File: src/rtl/fft_ctrl64_pkg.sv
// rtl/fft_ctrl64_pkg.sv - shared constants, state encoding and delay-line record for the 64-point FFT sequencer
package fft_ctrl64_pkg;

    localparam int FFT_PNT = 64;
    localparam int GRP_NUM = 8;
    localparam int GRP_WD  = $clog2(GRP_NUM);

    localparam logic [GRP_WD-1:0] GRP_LAST = GRP_WD'(GRP_NUM - 1);

    localparam logic BUF_A    = 1'b0;
    localparam logic BUF_B    = 1'b1;
    localparam logic MODE_ROW = 1'b0;
    localparam logic MODE_COL = 1'b1;

    typedef enum logic [2:0] {
        ST_IDLE,
        ST_LOAD,
        ST_STG0,
        ST_STG1,
        ST_DUMP
    } state_t;

    // One in-flight core8 read, tracked until its result is written back
    typedef struct packed {
        logic              vld;
        logic [GRP_WD-1:0] grp;
        logic [GRP_WD-1:0] tw_grp;
    } dly_t;

endpackage

File: src/rtl/fft_ctrl64_if.sv
// rtl/fft_ctrl64_if.sv - handshake, buffer and twiddle control bundle of the FFT sequencer
interface fft_ctrl64_if;
    import fft_ctrl64_pkg::*;

    logic              start;
    logic              busy;
    logic              done;
    logic              in_val;
    logic              in_rdy;
    logic              out_val;
    logic              out_rdy;
    logic              buf_rd_en;
    logic              buf_rd_sel;
    logic              buf_rd_mode;
    logic [GRP_WD-1:0] buf_rd_grp;
    logic              buf_wr_en;
    logic              buf_wr_sel;
    logic              buf_wr_mode;
    logic [GRP_WD-1:0] buf_wr_grp;
    logic              tw_en;
    logic [GRP_WD-1:0] tw_grp;

    modport master (
        input  start, in_val, out_rdy,
        output busy, done, in_rdy, out_val,
        output buf_rd_en, buf_rd_sel, buf_rd_mode, buf_rd_grp,
        output buf_wr_en, buf_wr_sel, buf_wr_mode, buf_wr_grp,
        output tw_en, tw_grp
    );

    modport slave (
        output start, in_val, out_rdy,
        input  busy, done, in_rdy, out_val,
        input  buf_rd_en, buf_rd_sel, buf_rd_mode, buf_rd_grp,
        input  buf_wr_en, buf_wr_sel, buf_wr_mode, buf_wr_grp,
        input  tw_en, tw_grp
    );

endinterface

File: src/rtl/fft_ctrl64_dly.sv
// rtl/fft_ctrl64_dly.sv - LAT-stage shift register matching buffer-read issue to core-result write
module fft_ctrl64_dly
    import fft_ctrl64_pkg::*;
#(
    parameter int LAT = 2
) (
    input  logic clk,
    input  logic rst_n,
    input  dly_t d,
    output dly_t q
);

    dly_t pipe [LAT];

    always_ff @(posedge clk or negedge rst_n) begin
        if (!rst_n) begin
            for (int i = 0; i < LAT; i++) pipe[i] <= '0;
        end else begin
            pipe[0] <= d;
            for (int i = 1; i < LAT; i++) pipe[i] <= pipe[i-1];
        end
    end

    assign q = pipe[LAT-1];

endmodule

File: src/rtl/fft_ctrl64.sv
// rtl/fft_ctrl64.sv - 64-point FFT sequencer: load, column pass, row pass, dump over a ping-pong buffer pair
module fft_ctrl64 #(
    parameter int CORE_LAT = 2
) (
    input logic         clk,
    input logic         rst_n,
    fft_ctrl64_if.master bus
);
    import fft_ctrl64_pkg::*;

    state_t            state_q, state_d;
    logic [GRP_WD-1:0] grp_q, grp_d;
    logic              rd_done_q, rd_done_d;
    logic              done_q, done_d;
    dly_t              dly_in, dly_out;
    logic              stg0;

    assign stg0 = (state_q == ST_STG0);

    fft_ctrl64_dly #(.LAT(CORE_LAT)) u_dly (
        .clk   (clk),
        .rst_n (rst_n),
        .d     (dly_in),
        .q     (dly_out)
    );

    always_ff @(posedge clk or negedge rst_n) begin
        if (!rst_n) begin
            state_q   <= ST_IDLE;
            grp_q     <= '0;
            rd_done_q <= 1'b0;
            done_q    <= 1'b0;
        end else begin
            state_q   <= state_d;
            grp_q     <= grp_d;
            rd_done_q <= rd_done_d;
            done_q    <= done_d;
        end
    end

    assign bus.done = done_q;
    assign bus.busy = (state_q != ST_IDLE);

    always_comb begin
        state_d         = state_q;
        grp_d           = grp_q;
        rd_done_d       = rd_done_q;
        done_d          = 1'b0;
        dly_in          = '0;
        bus.in_rdy      = 1'b0;
        bus.out_val     = 1'b0;
        bus.buf_rd_en   = 1'b0;
        bus.buf_rd_sel  = BUF_A;
        bus.buf_rd_mode = MODE_ROW;
        bus.buf_rd_grp  = '0;
        bus.buf_wr_en   = 1'b0;
        bus.buf_wr_sel  = BUF_A;
        bus.buf_wr_mode = MODE_ROW;
        bus.buf_wr_grp  = '0;
        bus.tw_en       = 1'b0;
        bus.tw_grp      = '0;

        case (state_q)
            ST_IDLE: begin
                if (bus.start) begin
                    state_d = ST_LOAD;
                    grp_d   = '0;
                end
            end

            ST_LOAD: begin
                bus.in_rdy = 1'b1;
                if (bus.in_val) begin
                    bus.buf_wr_en  = 1'b1;
                    bus.buf_wr_grp = grp_q;
                    grp_d          = grp_q + 1'b1;
                    if (grp_q == GRP_LAST) begin
                        state_d   = ST_STG0;
                        rd_done_d = 1'b0;
                    end
                end
            end

            ST_STG0, ST_STG1: begin
                // Reads go out back-to-back; the pass ends only when the last result has landed
                if (!rd_done_q) begin
                    bus.buf_rd_en   = 1'b1;
                    bus.buf_rd_sel  = stg0 ? BUF_A : BUF_B;
                    bus.buf_rd_mode = stg0 ? MODE_COL : MODE_ROW;
                    bus.buf_rd_grp  = grp_q;
                    dly_in.vld      = 1'b1;
                    dly_in.grp      = grp_q;
                    dly_in.tw_grp   = stg0 ? grp_q : '0;
                    grp_d           = grp_q + 1'b1;
                    rd_done_d       = (grp_q == GRP_LAST);
                end
                if (dly_out.vld) begin
                    bus.buf_wr_en   = 1'b1;
                    bus.buf_wr_sel  = stg0 ? BUF_B : BUF_A;
                    bus.buf_wr_mode = MODE_COL;
                    bus.buf_wr_grp  = dly_out.grp;
                    bus.tw_en       = stg0;
                    bus.tw_grp      = stg0 ? dly_out.tw_grp : '0;
                    if (dly_out.grp == GRP_LAST) begin
                        state_d   = stg0 ? ST_STG1 : ST_DUMP;
                        grp_d     = '0;
                        rd_done_d = 1'b0;
                    end
                end
            end

            ST_DUMP: begin
                bus.out_val    = 1'b1;
                bus.buf_rd_en  = 1'b1;
                bus.buf_rd_grp = grp_q;
                if (bus.out_rdy) begin
                    grp_d = grp_q + 1'b1;
                    if (grp_q == GRP_LAST) begin
                        state_d = ST_IDLE;
                        done_d  = 1'b1;
                    end
                end
            end

            default: state_d = ST_IDLE;
        endcase
    end

endmodule

File: src/flat_wrapper.sv
// flat-port wrapper written by rule: the top's interface ports become plain ports
module fft_ctrl64_flat import fft_ctrl64_pkg::*;
#(
    parameter int CORE_LAT = 2
)
  (clk, rst_n, bus_start, bus_in_val, bus_out_rdy, bus_busy, bus_done, bus_in_rdy, bus_out_val, bus_buf_rd_en, bus_buf_rd_sel, bus_buf_rd_mode, bus_buf_rd_grp, bus_buf_wr_en, bus_buf_wr_sel, bus_buf_wr_mode, bus_buf_wr_grp, bus_tw_en, bus_tw_grp);
  fft_ctrl64_if bus_i ();
  input logic clk;
  input logic rst_n;
  input wire logic [$bits(bus_i.start)-1:0] bus_start;
  input wire logic [$bits(bus_i.in_val)-1:0] bus_in_val;
  input wire logic [$bits(bus_i.out_rdy)-1:0] bus_out_rdy;
  output wire logic [$bits(bus_i.busy)-1:0] bus_busy;
  output wire logic [$bits(bus_i.done)-1:0] bus_done;
  output wire logic [$bits(bus_i.in_rdy)-1:0] bus_in_rdy;
  output wire logic [$bits(bus_i.out_val)-1:0] bus_out_val;
  output wire logic [$bits(bus_i.buf_rd_en)-1:0] bus_buf_rd_en;
  output wire logic [$bits(bus_i.buf_rd_sel)-1:0] bus_buf_rd_sel;
  output wire logic [$bits(bus_i.buf_rd_mode)-1:0] bus_buf_rd_mode;
  output wire logic [$bits(bus_i.buf_rd_grp)-1:0] bus_buf_rd_grp;
  output wire logic [$bits(bus_i.buf_wr_en)-1:0] bus_buf_wr_en;
  output wire logic [$bits(bus_i.buf_wr_sel)-1:0] bus_buf_wr_sel;
  output wire logic [$bits(bus_i.buf_wr_mode)-1:0] bus_buf_wr_mode;
  output wire logic [$bits(bus_i.buf_wr_grp)-1:0] bus_buf_wr_grp;
  output wire logic [$bits(bus_i.tw_en)-1:0] bus_tw_en;
  output wire logic [$bits(bus_i.tw_grp)-1:0] bus_tw_grp;
  assign bus_i.start = bus_start;
  assign bus_i.in_val = bus_in_val;
  assign bus_i.out_rdy = bus_out_rdy;
  assign bus_busy = bus_i.busy;
  assign bus_done = bus_i.done;
  assign bus_in_rdy = bus_i.in_rdy;
  assign bus_out_val = bus_i.out_val;
  assign bus_buf_rd_en = bus_i.buf_rd_en;
  assign bus_buf_rd_sel = bus_i.buf_rd_sel;
  assign bus_buf_rd_mode = bus_i.buf_rd_mode;
  assign bus_buf_rd_grp = bus_i.buf_rd_grp;
  assign bus_buf_wr_en = bus_i.buf_wr_en;
  assign bus_buf_wr_sel = bus_i.buf_wr_sel;
  assign bus_buf_wr_mode = bus_i.buf_wr_mode;
  assign bus_buf_wr_grp = bus_i.buf_wr_grp;
  assign bus_tw_en = bus_i.tw_en;
  assign bus_tw_grp = bus_i.tw_grp;
  fft_ctrl64 #(.CORE_LAT(CORE_LAT)) u_core (.clk(clk), .rst_n(rst_n), .bus(bus_i));
endmodule
File: config.mk
export PLATFORM = sky130hd
export DESIGN_NAME = fft_ctrl64_flat
export DESIGN_NICKNAME = d
export VERILOG_FILES = /design/src/rtl/fft_ctrl64_pkg.sv /design/src/rtl/fft_ctrl64_if.sv /design/src/rtl/fft_ctrl64_dly.sv /design/src/rtl/fft_ctrl64.sv /design/src/flat_wrapper.sv
export SDC_FILE = /design/constraint.sdc
export NUM_CORES = 1
export LEC_CHECK = 0
export BUFFER_PORTS_ARGS = -buffer_cell sky130_fd_sc_hd__buf_4
export CORE_UTILIZATION = 35
export DETAILED_ROUTE_END_ITERATION = 8
export PLACE_DENSITY_LB_ADDON = 0.12
export SETUP_SLACK_MARGIN = 0.4
export SLEW_MARGIN = 20
export SYNTH_ARGS = -nofsm -noshare
export SYNTH_HDL_FRONTEND = slang
export SYNTH_SLANG_ARGS = --single-unit
File: constraint.sdc
create_clock -name clk -period 2.15 [get_ports clk]
set_input_delay 0.645 -clock clk [delete_from_list [all_inputs] [get_ports clk]]
set_output_delay 0.645 -clock clk [all_outputs]
set_load 0.005 [all_outputs]
==> summary.md <==
| Metric | Value |
|---|---|
| Clock sink total | 22 |
| FF-to-FF Start | u_core.state_q[1] |
| First drt pass iteration count | 4 |
| Slowest-stage cell, CP | dfrtp_1 |
| CTS tree | done |
| Initial DRC count | 9 |
| Clock-pin slew on the worst setup and hold paths | 0.12 ns |
| Vias per Instance | approximately 5 |
| Initial antenna violation count | 0 |
| Ys async rst share | 1.00 |
| Actual slew at the worst max-slew pin | around 0.40 ns |
| Sw Ratio | 0.350 |
| Fin crit period | ~2.1 ns |
| Routed Antenna Nets | 0 |
| Final hold viol count | 0 |
| Mapped Cells | 97 |
| Area growth syn-to-layout | 47.3% |
| CP startpoint kind | flip-flop |
| Crit path max fanout | 5 |
| Main flop type after synthesis | dfrtp_1 |
| Synth Area per Inst | ~11 sq um |
| First-pass GRT wire length | slightly below 4 mm |
| Final Total Pwr | 1.77 mW |
| Final HPWL DP | between 1.5 and 2 mm |
| Maximum clock rate | 476 MHz |
| FF-to-FF setup slack | 0.39 ns |
| Sw power | 619 uW |
| RePlAce Congestion | 0.774 |
| Fill cells | 244 |
| Critical Path End | bus_buf_wr_grp[2] |
| Crit path largest cell delay | 0.45 ns |
| Inserted Diodes | 0 |
| Per-cell routed wire length | 13.8 microns |
| Storage cell area | 553 sq um |
| Slew HR | 0.734 |
| Max Slew Vio Count | 0 |
| Final wirelength | 2.30 mm |
| Synth area leader | dfrtp_1 |
| Clock power frac | 0.177 |
| Crit. End Element | primary output |
| # DRC | 0 |
| Most frequent cell after synthesis | dfrtp_1 |
| Ports | 25 |
| Most common library cells after synthesis | 22 x dfrtp_1, 8 x and2_1, 8 x nor2_1 |
| Max-capacitance violation count | 0 |
| Top cell type's share of synthesized area | 0.536 |
| #FFs+latches synth | 22 |
| IO buf count | 24 |
| WP data arrival | 1.45 ns |
| P_leak | approximately 0.77 nW |
| Die Width | around 56 microns |
| Initial core utilization | 0.373 |
| Max Root-Sink Buffers | 2 |
| Worst IR Drop VDD | 0.630 mV |
| Hold slack | about 0.20 ns |
| Share of the clock period used by the worst path | 0.976 |
| Row cnt | 19 |
| H-tree Lvls | 1 |
| Top cells by area, synth | dfrtp_1 54%, and2_1 4.9%, a22o_1 4.3% |
| Largest net degree at the start of global routing | 23 |
| Crit path cell chain | and2b_4 > and2_4 > a22o_1 > buf_4 |
| Critical path class | reg2out |
| Status | finished clean |
| Die height | 56.2 microns |
| Gate power share | 0.476 |
| Sequential element share of the synthesized area | 0.536 |
| Core ar. | 2760 sq um |
| Nets | approximately 150 |
| Sequential Power Share | 0.347 |
| Place WS | 0.144 ns |
| Grt ovf | 0 |
| Syn Std Cell Area | between 1000 and 1500 sq um |
| Root Buffer | clkbuf_4 |
| RSZ-0062 raised after global routing | yes |
| Unique masters post-synth | 34 |
| Layout cell share with drive strength beyond 1 | 0.449 |
| Worst setup startpoint | u_core.state_q[1] |
| Required time of the critical path | 1.50 ns |
| Final-report setup violation count | 0 |
| Final worst slack | 0.0513 ns |
| Power density cells | between 1000 and 1500 nW/um^2 |
| Number of synthesized flops with an enable pin | 0 |
| Synth Warn # | 0 |
| R2R depth | 7 |
| Area of the multi-input gates | 494 sq um |
| Reg2reg end | u_core.grp_q[2] |
| Hold Crit Class | in2async |
| Setup Skew | roughly 0.00047 ns |
| CTS Buf Count | 3 |
| Cell Int Power | ~1.2 mW |
| Skew-Pair Late Insertion Delay | 0.31 ns |
| Total global-route track usage | 0.164 |
| Die area | 3160 sq um |
| Syn Nets | 105 |
| Number of global-route vias before repair | 853 |
| Vias post-DR | 849 |
==> kinds of logic after synthesis <==
| logic type | after synthesis | share of synthesized area |
|---|---|---|
| buffers and inverters | 9 | 0.0390 |
| flip-flops | 22 | 0.536 |
| XOR/XNOR | 2 | 0.0171 |
| adder cells (fa/ha/maj) | 3 | 0.0365 |
| AND/OR/NAND/NOR | 44 | 0.256 |
| AO/OA/AOI/OAI | 17 | 0.116 |
==> power groups by stage <==
stage,Clock [mW],Combinational [mW],Sequential (mW)
6_report,0.314,0.842,0.614
5_1_grt,0.349,0.932,0.628
4_1_cts,0.329,0.781,0.612
3_5_place_dp,0,0.615,0.612
3_3_place_gp,0,0.609,0.611
2_1_floorplan,0,0.409,0.572
==> critical path, delay by kind of cell (launching register included) <==
| kind | cells | cell delay, ns |
|---|---|---|
| flip-flops | 1 | 0.45 |
| AND/OR/NAND/NOR | 2 | 0.36 |
| AO/OA/AOI/OAI | 1 | 0.20 |
| buffers and inverters | 1 | 0.13 |
==> cells in the final DEF, fill, tap and decap left out, types with 2 or more instances in the layout <==
cell	n
dfrtp_2	2
and2_4	3
a22o_1	5
buf_4	28
dfrtp_1	20
or2_1	2
nand2_1	4
nor2_1	5
nor2b_1	2
ha_1	3
nor2_4	3
xnor2_1	2
clkbuf_4	3
and2_1	5
and3_1	4
inv_2	2
a21oi_1	5
nand2b_1	3
buf_6	11
==> area by class of cell <==
class                      instances  share of cell area
clock buffer                       3              0.0149
clock inverter                     1              0.0199
inverter                           4              0.0132
multi-input combinational         66               0.327
sequential                        22               0.366
tap                               31              0.0256
timing repair buffer              40               0.234
==> per-layer routing <==
| metal | track usage | wire length [microns] | share of wire | vias to the layer above |
|---|---|---|---|---|
| met1 | 0.211 | 1050 | 0.46 | 414 |
| met3 | 0.0326 | 75 | 0.033 | 7 |
| li1 | - | - | - | 411 |
| met2 | 0.269 | 1120 | 0.49 | 17 |
| met4 | 0.0662 | 55 | 0.024 | 0 |
| met5 | 0 | 0 | 0 | - |
==> worst min path at each step <==
stage / start / endpoint / slack, ns / depth (start not counted)
finish: rst_n / u_core.bus.done / 0.20 / 1
global route: rst_n / u_core.bus.done / 0.20 / 1
CTS: rst_n / u_core.bus.done / 0.19 / 1
detailed placement: u_core.u_dly.pipe[11] / u_core.u_dly.q[4] / 0.33 / 0
global placement: u_core.u_dly.pipe[11] / u_core.u_dly.q[4] / 0.33 / 0
floorplan: u_core.u_dly.pipe[7] / u_core.u_dly.q[0] / 0.33 / 0
==> per-stage QoR <==
stage	TNS (ns)	area (sq um)	std cells	util
after floorplan	0	1030	97	-
after global placement	0	1250	150	0.453
after detailed placement	0	1250	150	0.453
after CTS	0	1460	165	0.530
after global routing	-0.121	1510	167	0.549
final	0	1510	167	0.549
==> timing repair <==
| action | in CTS | in global routing |
|---|---|---|
| hold buffers | 0 | 0 |
| endpoints found under the setup margin | 19 | 21 |
| pin swaps | 13 | 1 |
| setup buffers | 11 | 2 |
| resized for setup | 23 | 7 |
==> registers in the layout (all words and copies together), names as in the netlist <==
| register | count |
|---|---|
| u_core.bus.done | 1 |
| u_core.grp_q | 3 |
| u_core.rd_done_q | 1 |
| u_core.state_q | 3 |
| u_core.u_dly.pipe | 7 |
| u_core.u_dly.q | 7 |
No activity file was read; power rests on OpenSTA's default activity.
